**config.mk**
```make
export PLATFORM = sky130hd
export DESIGN_NAME = bcd_to_bin
export DESIGN_NICKNAME = d
export VERILOG_FILES = /design/src/rtl/bcd_to_bin.sv
export SDC_FILE = /design/constraint.sdc
export NUM_CORES = 1
export LEC_CHECK = 0
export BUFFER_PORTS_ARGS = -buffer_cell sky130_fd_sc_hd__buf_2
export CAP_MARGIN = 30
export CORE_UTILIZATION = 30
export DETAILED_ROUTE_END_ITERATION = 10
export GPL_ROUTABILITY_DRIVEN = 0
export PLACE_DENSITY = 0.53
export SETUP_SLACK_MARGIN = 0.05
export SLEW_MARGIN = 15
export SYNTH_ARGS = -nofsm -noshare
export SYNTH_HDL_FRONTEND = slang
export SYNTH_SLANG_ARGS = --single-unit
```
**constraint.sdc**
```tcl
create_clock -name sys_clk -period 2.3 [get_ports sys_clk]
set_input_delay 0.46 -clock sys_clk [delete_from_list [all_inputs] [get_ports sys_clk]]
set_output_delay 0.46 -clock sys_clk [all_outputs]
set_load 0.05 [all_outputs]
```
**src/rtl/bcd_to_bin.sv**
```systemverilog
// bcd_to_bin: sequential BCD-to-binary converter (reverse double-dabble).
// A packed DIGITS-digit BCD value is shifted right one bit per cycle into a
// binary accumulator, with every BCD digit corrected by -3 when it reaches 8
// or more. The latency is a fixed 4*DIGITS+1 cycles from accept to valid.
// Any digit above 9 still runs the full iteration count, then reports err=1
// with a zero result.
module bcd_to_bin #(
  parameter int DIGITS = 8,
  parameter int W      = 27
) (
  input  logic                  sys_clk,
  input  logic                  rst,
  input  logic                  start,
  input  logic [4*DIGITS-1:0]   bcd_in,
  output logic                  ready,
  output logic                  valid,
  output logic [W-1:0]          bin_out,
  output logic                  err
);

  localparam int NB = 4 * DIGITS;
  localparam int CW = $clog2(NB + 1);
  localparam logic [CW-1:0] LAST = CW'(NB - 1);

  typedef enum logic [1:0] {
    IDLE = 2'd0,
    CONV = 2'd1,
    DONE = 2'd2
  } state_t;

  state_t         state_q, state_d;
  logic [NB-1:0]  bcd_q, bcd_d;
  logic [NB-1:0]  acc_q, acc_d;
  logic [CW-1:0]  cnt_q, cnt_d;
  logic           bad_q, bad_d;
  logic           valid_q, valid_d;
  logic [W-1:0]   bin_q, bin_d;
  logic           err_q, err_d;

  logic [NB-1:0]     bcd_shift;
  logic [NB-1:0]     bcd_corr;
  logic [NB-1:0]     acc_shift;
  logic [W-1:0]      acc_w;
  logic [DIGITS-1:0] digit_bad;

  // The {bcd, acc} pair shifts right as one register: bcd LSB feeds acc MSB.
  assign bcd_shift = {1'b0, bcd_q[NB-1:1]};
  assign acc_shift = {bcd_q[0], acc_q[NB-1:1]};

  // Per-digit logic: illegal-digit detection on the input and the -3
  // correction after the shift. A digit >= 8 cannot underflow when 3 is
  // subtracted, so plain 4-bit arithmetic is enough.
  generate
    for (genvar gi = 0; gi < DIGITS; gi++) begin : g_digit
      assign digit_bad[gi] = (bcd_in[4*gi +: 4] > 4'd9);
      assign bcd_corr[4*gi +: 4] = (bcd_shift[4*gi +: 4] >= 4'd8)
                                   ? (bcd_shift[4*gi +: 4] - 4'd3)
                                   : bcd_shift[4*gi +: 4];
    end

    // Fit the accumulator to the output width; upper acc bits beyond W are
    // always zero for legal input.
    if (W <= NB) begin : g_trunc
      assign acc_w = acc_q[W-1:0];
    end else begin : g_ext
      assign acc_w = {{(W - NB){1'b0}}, acc_q};
    end
  endgenerate

  // Next-state and datapath control for IDLE -> CONV -> DONE -> IDLE.
  always_comb begin
    state_d = state_q;
    bcd_d   = bcd_q;
    acc_d   = acc_q;
    cnt_d   = cnt_q;
    bad_d   = bad_q;
    valid_d = 1'b0;
    bin_d   = bin_q;
    err_d   = err_q;
    case (state_q)
      IDLE: begin
        if (start) begin
          bcd_d   = bcd_in;
          acc_d   = '0;
          cnt_d   = '0;
          bad_d   = |digit_bad;
          state_d = CONV;
        end
      end
      CONV: begin
        bcd_d = bcd_corr;
        acc_d = acc_shift;
        cnt_d = cnt_q + CW'(1);
        if (cnt_q == LAST) begin
          state_d = DONE;
        end
      end
      DONE: begin
        bin_d   = bad_q ? '0 : acc_w;
        err_d   = bad_q;
        valid_d = 1'b1;
        state_d = IDLE;
      end
      default: begin
        state_d = IDLE;
      end
    endcase
  end

  // State and datapath registers; reset aborts any conversion in progress.
  always_ff @(posedge sys_clk) begin
    if (rst) begin
      state_q <= IDLE;
      bcd_q   <= '0;
      acc_q   <= '0;
      cnt_q   <= '0;
      bad_q   <= 1'b0;
      valid_q <= 1'b0;
      bin_q   <= '0;
      err_q   <= 1'b0;
    end else begin
      state_q <= state_d;
      bcd_q   <= bcd_d;
      acc_q   <= acc_d;
      cnt_q   <= cnt_d;
      bad_q   <= bad_d;
      valid_q <= valid_d;
      bin_q   <= bin_d;
      err_q   <= err_d;
    end
  end

  assign ready   = (state_q == IDLE);
  assign valid   = valid_q;
  assign bin_out = bin_q;
  assign err     = err_q;

endmodule

```
* Yosys cells after proc, flatten, opt, wreduce, memory -nomap -nowiden
Index checks and enable logic that the tools add are counted.
W data, S select, Z words.
** Cells by class
- Add/subtract/negate cells :: 9
- Magnitude comparators :: 16
- Equal/unequal tests :: 5
- Mux-type cells :: 19
- Reductions and logical operators :: 6
** Operators by type and width (number)
- $pmux W32 S2 :: 2
- $mux W32 :: 2
- $gt A4 B4 Y1 const B :: 8
- $mux W4 :: 8
- $ge A4 B4 Y1 const B :: 7
- $sub A4 B2 Y4 const B :: 7
- $mux W27 :: 1
- $pmux W6 S2 :: 1
- $reduce_or A8 Y1 :: 1
- $add A6 B1 Y6 const B :: 1
- $eq A6 B5 Y1 const B :: 1
- $mux W6 :: 1
- $reduce_and A2 Y1 :: 3
- $ge A3 B4 Y1 const B :: 1
- $mux W2 :: 2
- $ne A2 B2 Y1 const B :: 2
- $pmux W2 S2 :: 1
- $sub A3 B2 Y4 const B :: 1
- $eq A2 B1 Y1 const B :: 1
- $eq A2 B2 Y1 const B :: 1
- $logic_not A2 Y1 :: 1
- $reduce_bool A2 Y1 :: 1
- $mux W1 :: 1
** Storage, ports and cells
- Bits in registers :: 102
- Input bits :: 35
- Output and inout bits :: 30
- Logic and storage cells :: 63

* Depth between registers and ports, before layout
Gate-level depths: netlist of run 1.
- Word-level depth :: 3
- Mapped depth :: 7
- Gate-level depth less buffers :: 5

* Worst setup path after synthesis of run 1
No wires, ideal clock.
- Path type :: flip-flop to flip-flop
- Start :: register state_q[1]
- End :: register bad_q
- Setup time :: 0.132 ns
- Arrival :: 1.774 ns
- Data required time :: 2.168 ns
- Path slack :: 0.395 ns
- Cell stages (with the launch flop) :: 7
- Path buffers :: 2
- Clock period less this slack :: 1.905 ns
- Cell sequence :: dfxtp_1 > buf_6 > nor2_1 > nand2_1 > buf_2 > nor3_1 > nor3_1
** Between the ends
- Longest elaborated chain between the ends :: 2
** RTL lines
- start: declaration :: line 31 : state_t state_q, state_d;
- start signal: assignment :: line 122 : state_q <= state_d;
- $logic_not A2 Y1
- named net ready :: line 15 : output logic ready,
- $reduce_and A2 Y1 (no source line)
- end signal: assignment :: line 117 : bad_q <= 1'b0;
- end signal: assignment :: line 126 : bad_q <= bad_d;
- end: declaration :: line 35 : logic bad_q, bad_d;
The timed path passes the listed nets, and every way through them passes these cells.
A chain may end at the register's enable or synchronous reset.

* Worst setup path after layout of run 1
- Start :: register state_q[0]
- End :: output ready
** Between the ends
- Longest elaborated chain between the ends :: 1
** RTL lines
- $logic_not A2 Y1 :: line 133 : assign ready = (state_q == IDLE);
- end: declaration :: line 15
No other way between the ends.

==> flow_results.org, run 1 <==
** Worst setup path
- For the worst setup path, the data required time is about 1.8 ns.
- Reg-to-reg slack, setup :: 0.43 ns
- Along the worst path, the maximum fanout reaches 16.
- FF-to-FF Start :: state_q[0]
- Data arrives at the worst endpoint at 1.48 ns.
- Counting cells, the worst reg-to-reg path comes to 6.
- The critical path starts at state_q[0].
- Termination of the worst setup path :: ready
- Critical path start-end classification :: reg -> out
- End of the worst register-to-register path :: bad_q
- Critical Path Sink Type :: primary output
- STA classifies the critical path startpoint as a flip-flop.

** Timing
- In this run the tightest slew margin relative to its limit is 0.588.
- The routed design could run at a clock period as short as 1.94 ns.
- Minimum hold slack :: 0.373 ns
- Maximum clock frequency :: 514 MHz
- Final worst-path cycle share :: 0.846
- Actual slew at the worst max-slew pin :: 0.616 ns
- Total negative slack :: 0 ns
- Setup Skew :: 0.00831 ns
- Unrepaired setup endpoints after global routing :: no
- The number of hold violations in the final report came to 0.
- The final number of max-transition violations came to 0.
- Setup violations remaining at the end of the flow were counted as 0.

** Synth
- In the synthesized netlist the dominant register cell turns out to be sky130_fd_sc_hd__dfxtp_1.
- When the netlist entered floorplanning its net count stood at around 510.
- Synthesis instantiated 38 different standard cells from the library.
- Synthesis inferred roughly 100 register bits.
- Top cells by area in the synthesized netlist :: sky130_fd_sc_hd__dfxtp_1, sky130_fd_sc_hd__a22o_1, sky130_fd_sc_hd__ha_1, sky130_fd_sc_hd__nand2_1, sky130_fd_sc_hd__nor2_1
- Yosys printed 0 warnings.
- Post-synthesis cell area :: 0.00432 mm2
- The share of the Yosys chip area taken by registers is 0.472.
- A synthesized cell averages 9.50 um2.
- Asr flop ratio synth :: 0
- Number of flops mapped to enable cells by yosys :: 0
- Synthesis produced a netlist whose cell count is 455.
- Portion of synthesized cell area occupied by the leading cell type :: 0.472
- The commonest cells after synthesis are sky130_fd_sc_hd__dfxtp_1, sky130_fd_sc_hd__a22o_1, sky130_fd_sc_hd__nand2_1.
- The synthesized design spends more area on one cell type than any other, namely sky130_fd_sc_hd__dfxtp_1.
- Among all cell types in the netlist, the one instantiated most often is sky130_fd_sc_hd__dfxtp_1.

** Route
- Number of detailed-route iterations in the first pass :: 4
- Number of DRC violations after detailed routing :: 0
- The detailed router placed 3,403 vias in this run.
- After the first detailed-routing iteration, the DRC count stood at 230.
- Once detail routing completed, the nets flagged for antenna violations numbered 0.
- Routed length per instance :: 14.6 um
- After detailed routing, the total wire length is between 10 and 15 mm.
- After detailed routing, the number of vias per cell comes to roughly 5.

** Floorplan
- Row generation in the floorplan step produced 43 rows.
- Core box area :: 0.0140 mm2
- Number of primary I/O pins :: 65
- Initial cell density of the core :: 0.309
- Die W :: 122 um
- The floorplan step defined a die boundary enclosing 0.0149 mm2.
- The die is 122 um tall.

** CTS
- Post-CTS resize count :: 0
- After clock tree synthesis, the clock-pin slew on the worst setup and hold paths is 0.07 ns.
- Clock tree synthesis found a total of 102 sinks.
- Clock tree synthesis selected as its root buffer the cell sky130_fd_sc_hd__clkbuf_16.
- Counting the buffers created by CTS gives 9.
- The later pin in the worst-skew pair is clocked with a latency of 0.34 ns.
- In this run, post-CTS hold repair placed 0 buffers.
- Once the clock tree was built, the setup fixing pass inserted 0 buffers.
- TritonCTS built the clock tree.
- CTS built an H-tree with a depth of 3.
- Clock buffer depth :: 2

** Finish
- The net count of the finished layout is ~560.
- The filler cells instantiated in the layout total 1,438.
- From synthesis to final layout, the design area changed by 17.8%.
- Post-layout instance area :: a little over 0.005 mm2
- Of the cells placed in the final design, the portion with a size suffix greater than 1 is 0.199.
- The number of antenna diodes in the final layout is 0.
- Excluding fillers, the count of instances in the completed layout stands at 693.

** Global route
- The via count of the first global-routing pass is between 3,000 and 4,000.
- For this run, the total global-route usage over all layers was measured as 0.140.
- For this run the aggregate overflow at the end of global routing stands at 0.
- Entering global routing, the biggest net connects between 40 and 50 pins.
- First-pass GRT wire length :: around 16 mm
- Antenna violations before repair :: 0

** Power
- VDD sags by at most between 0.3 and 0.4 mV.
- Power dissipated by switching net loads :: 1.04 mW
- Of the total power, the share spent switching nets is 0.265.
- Leakage :: 2.15 nW
- Of the total power, registers draw 0.483.
- For this design the ratio of total power to cell area is 769 mW/mm2.
- Relative contribution of the clock network to total power :: 0.413
- Internal portion of total power :: 2.88 mW
- Of the total power, combinational logic draws 0.103.

** Place
- Half-perimeter wire length of the detailed placement result :: 6.67 mm
- The placed instances occupy a cell area of 0.00474 mm2.
- Total placed cells including tap cells :: slightly below 700
- Buffers on Ports :: 64

** Job
- Max-cap violations in this run came to 0.

** Min path
- The tightest min-delay check is of the in -> reg type.

** Run status
- Status :: completed
-- registers in the layout (all words and copies together) (netlist names) --
signal   flops
valid        1
bad_q        1
acc_q       32
cnt_q        6
state_q      2
bin_out     27
err          1
bcd_q       32
-- through the flow --
step / total power, mW / util / setup WS, ns
2_1_floorplan: 2.22 / - / 0.395
5_1_grt: 4.09 / 0.364 / 0.363
3_5_place_dp: 2.34 / 0.339 / 0.499
4_1_cts: 3.95 / 0.362 / 0.392
6_report: 3.91 / 0.364 / 0.355
3_3_place_gp: 2.32 / 0.338 / 0.425
-- placed cells by master, fill, tap and decap left out, drive strengths merged, types with 8 or more instances in the layout --
cell type | netlist | layout
nor2 | 47 | 47
buf | 30 | 77
o21ai | 9 | 9
a311oi | 9 | 9
nor4 | 10 | 10
dfxtp | 102 | 102
nor2b | 8 | 8
ha | 15 | 15
nand2 | 46 | 46
nand3b | 8 | 8
inv | 14 | 18
a22o | 54 | 54
a21oi | 25 | 25
clkbuf | 5 | 9
nand3 | 15 | 15
-- layer usage --
layer / wire [um] / GRT usage
met3: 384 / 0.0257
met1: 4910 / 0.188
met4: 115 / 0.0463
met5: 0 / 0
met2: 4720 / 0.223
-- power by group through the flow --
stage | clock network, mW | registers, mW | logic, mW
final | 1.62 | 1.89 | 0.404
after global routing | 1.73 | 1.90 | 0.454
after CTS | 1.65 | 1.89 | 0.407
after detailed placement | 0 | 1.93 | 0.405
after global placement | 0 | 1.93 | 0.394
after floorplan | 0 | 1.91 | 0.303
-- critical path, stage by stage, from the launching register on --
cell and delay, ns:
sky130_fd_sc_hd__dfxtp_1 0.31, sky130_fd_sc_hd__buf_4 0.19, sky130_fd_sc_hd__nor2_1 0.31, sky130_fd_sc_hd__buf_2 0.34
-- worst min path at each step --
stage               start   endpoint  depth (start not counted)
6_report        bcd_in[2]   bcd_q[2]                          3
5_1_grt        bcd_in[31]  bcd_q[31]                          3
4_1_cts         bcd_in[2]   bcd_q[2]                          3
3_5_place_dp     bcd_q[0]   bcd_q[0]                          2
3_3_place_gp     bcd_q[0]  acc_q[31]                          2
2_1_floorplan   acc_q[29]  acc_q[28]                          2
-- area by class of cell --
| cell class | instances | area, um2 | share of cell area |
|---|---|---|---|
| flip-flops and latches | 102 | 2040 | 0.401 |
| multi-input cells | 304 | 2000 | 0.392 |
| repair buffers | 77 | 453 | 0.0889 |
| clock buffers | 9 | 225 | 0.0442 |
| well taps | 180 | 225 | 0.0442 |
| clock inverters | 7 | 97.6 | 0.0192 |
| inverters | 14 | 52.6 | 0.0103 |
-- cell families after synthesis --
group           after synthesis  synth area share
compound gates              126             0.220
fa+ha+maj                    15            0.0434
xor+xnor                     14            0.0284
flops                       102             0.472
mux                           1           0.00232
simple gates                148             0.167
buf+inv                      49            0.0663
No activity file was read; power rests on OpenSTA's default activity.
==> run 2, diff against run 1 <==
--- a/config.mk
+++ b/config.mk
@@ -10,7 +10,7 @@
 export CORE_UTILIZATION = 30
 export DETAILED_ROUTE_END_ITERATION = 10
 export GPL_ROUTABILITY_DRIVEN = 0
-export PLACE_DENSITY = 0.53
+export PLACE_DENSITY = 0.55
 export SETUP_SLACK_MARGIN = 0.05
 export SLEW_MARGIN = 15
 export SYNTH_ARGS = -nofsm -noshare
==> constraint.sdc (replaced) <==
create_clock -name sys_clk -period 1.56 [get_ports sys_clk]
set_input_delay 0.312 -clock sys_clk [delete_from_list [all_inputs] [get_ports sys_clk]]
set_output_delay 0.312 -clock sys_clk [all_outputs]
set_load 0.05 [all_outputs]
==> run 2 against run 1 <==
Against the previous run: total power increased by 47%; final area increased by 4.9%; via count increased by 3.5%; flip-flop and latch count unchanged; die area unchanged; global-route usage increased by 0.65 points; clock skew increased by 0.00053 ns; combinational power increased by 66%; clock power increased by 41%; hold slack got worse by 0.16 ns; critical endpoint is now cnt_q[5]; largest power group unchanged.
==> flow_results.org, run 2 (synthesis results as in run 1) <==
** Run status
- The flow ran to the end, and the final reports show no timing, DRC or antenna violations.

** CTS
- Worst-skew pair later-pin latency :: 0.35 ns
- # clock sinks :: 102
- TritonCTS built the clock tree.
- Clock-pin slew was measured on the worst setup and hold paths at 0.08 ns.
- Clock buffer depth :: 2
- TritonCTS created 9 clock buffers.
- The H-tree was split into 3 levels.
- Root Buffer Master :: sky130_fd_sc_hd__clkbuf_16

** Route
- The final route contains 3,523 vias.
- In the final routed layout, each cell accounts on average for 15.0 um.
- In the routed design, unresolved DRC markers number 0.
- Vias per cell :: around 5
- Routed Antenna Nets :: 0
- Number of detailed-route iterations in the first pass :: 4
- Iter 0 DRT Violations :: around 190
- The routed design has 10.6 mm of wire.

** Finish
- Share of final-layout standard cells stronger than drive strength 1 :: 0.240
- The repair_antennas step left the layout with diodes totalling 0.
- Leaving out fill and tap cells, the most frequent cells in the layout are sky130_fd_sc_hd__dfxtp_1, sky130_fd_sc_hd__buf_2, sky130_fd_sc_hd__a22o_1.
- Fill cells in the final layout number ~1,400.
- Once layout is complete, the utilization of the core stands at 0.382.
- Most common library cell in the layout ignoring fill and taps :: sky130_fd_sc_hd__dfxtp_1
- Final cell count without fillers :: 706
- Area Growth Syn to Fin :: 23.6%
- Post-layout instance area :: 0.00534 mm2
- At the end of the flow, the number of nets in the layout was 571.

** Min path
- The tightest min-delay check is of the in -> reg type.

** Place
- Once placement finished, the instance area stood at 0.00488 mm2.
- Detailed placement finished with a half-perimeter wire length of 6.98 mm.
- Total placed cells including tap cells :: 687
- Buffers on Ports :: 64
- Worst setup slack after placement :: -0.113 ns

** Global route
- Antenna violations before repair :: 0
- The via count of the first global-routing pass came to about 3,300.
- All-layer global routing usage :: 0.146
- Largest net degree at the start of global routing :: 33
- GRT Residual Overflow :: 0
- First-pass GRT wire length :: 17.0 mm

** Timing
- Worst setup slack after layout :: 0.0857 ns
- Headroom to the max-slew limit came out at 0.591.
- The final number of max-transition violations was 0.
- Setup repair after global routing could not meet its margin everywhere.
- In the finished design, the share of the clock period the worst path needs comes to 0.945.
- Final Hold Violating Endpoints :: 0
- Final count of negative-setup-slack endpoints :: 0
- At the pin with the least slew margin, the transition time is 0.612 ns.
- Clock skew on the completed layout was measured at 0.00884 ns.
- Timing would allow up to 678 MHz.
- Clock period minus final worst setup slack :: 1.47 ns

** Worst setup path
- CP Max Fanout :: 13
- Critical-path cell with the highest stage delay :: sky130_fd_sc_hd__or4_1
- The worst setup path is captured at a flip-flop.
- The critical path goes through buf_12 > nand2b_4 > or4_1 > a21oi_1.
- Critical path start-end classification :: reg -> reg
- STA puts the critical path data required time at 1.84 ns.
- Type of element launching the critical path :: flip-flop
- Critical Path AT :: 1.76 ns
- In this design, the stage delay of the slowest critical-path cell is between 0.5 and 0.6 ns.

** Job
- Max-cap violations in this run came to 0.

** Power
- VDD sags by at most 0.703 mV.
- The analysis attributes to cell leakage a power of ~2.3 nW.
- For this design the ratio of total power to cell area is about 1100 mW/mm2.

** Floorplan
- The floorplan has 43 rows.
- The die covers 0.0149 mm2.
- For this design the top-level I/O count stands at 65.
- After floorplanning, the core was sized to cover 0.0140 mm2.
- From bottom edge to top edge, the die measures 122 um.
- For this configuration, the core starts out at a cell density of 0.309.
- Die W :: 122 um
## run 2: cell count changes in the layout (fill, tap and decap cells not counted), moves of 2 or more
cell / previous run / this run
sky130_fd_sc_hd__buf_8: 3 / 0
sky130_fd_sc_hd__nor4_1: 10 / 7
sky130_fd_sc_hd__dfxtp_1: 102 / 99
sky130_fd_sc_hd__buf_12: 1 / 7
sky130_fd_sc_hd__buf_4: 9 / 14
sky130_fd_sc_hd__clkinv_8: 1 / 3
sky130_fd_sc_hd__dfxtp_2: 0 / 2
sky130_fd_sc_hd__nor4_2: 0 / 3
sky130_fd_sc_hd__buf_6: 0 / 4
## run 2: layout make-up
cell class | count | area, um2 | share of cell area
Clock buffer | 9 | 225 | 0.0422
Tap cell | 180 | 225 | 0.0422
Sequential cell | 102 | 2050 | 0.383
Timing Repair Buffer | 89 | 631 | 0.118
Inverter | 14 | 52.6 | 0.00984
Clock inverter | 7 | 88.8 | 0.0166
Multi-Input combinational cell | 305 | 2070 | 0.388
## run 2: per-layer routing
layer  vias up  track usage  part of all wire
li1       1759            -                 -
met1      1682        0.194              0.47
met2        72        0.239              0.48
met3        10       0.0286             0.035
met4         0       0.0432             0.012
met5         -            0                 0
## run 2: power breakdown
part           switching [mW]  leakage (nW)  total [mW]  internal, mW
Sequential              0.101         0.831        2.79          2.69
Combinational           0.372          1.27       0.671         0.299
Clock                    1.13         0.152        2.28          1.15
Total                    1.60          2.25        5.74          4.14
## run 2: worst max-delay path, delay by kind of cell, from the launching register on
kind,cells,cell delay (ns)
AOI/OAI and AO/OA,1,0.15
DFF,1,0.37
buffers and inverters,1,0.15
and+or+nand+nor,2,0.73
## run 2: path summary, 6_finish.rpt
check             startpoint        end  slack, ns  depth (start not counted)
setup / recovery  state_q[1]   cnt_q[5]       0.09                          4
hold reg to reg     bcd_q[0]  acc_q[31]       0.45                          2
setup reg to reg  state_q[1]   cnt_q[5]       0.09                          4
hold / removal    bcd_in[31]  bcd_q[31]       0.21                          3
## run 2: repair_timing
item	in CTS	in global routing
pin swaps	1	2
gates cloned	1	1
hold buffers	0	0
buffers inserted	0	1
resized for setup	9	14
endpoints found under the setup margin	45	40
## run 2: stage by stage
step | total power, mW | setup TNS [ns] | hold WS, ns
2_1_floorplan | 3.27 | 0 | 0.432
3_3_place_gp | 3.47 | -1.93 | 0.439
3_5_place_dp | 3.49 | -2.70 | 0.445
4_1_cts | 5.77 | 0 | 0.200
5_1_grt | 5.98 | 0 | 0.206
6_report | 5.74 | 0 | 0.214
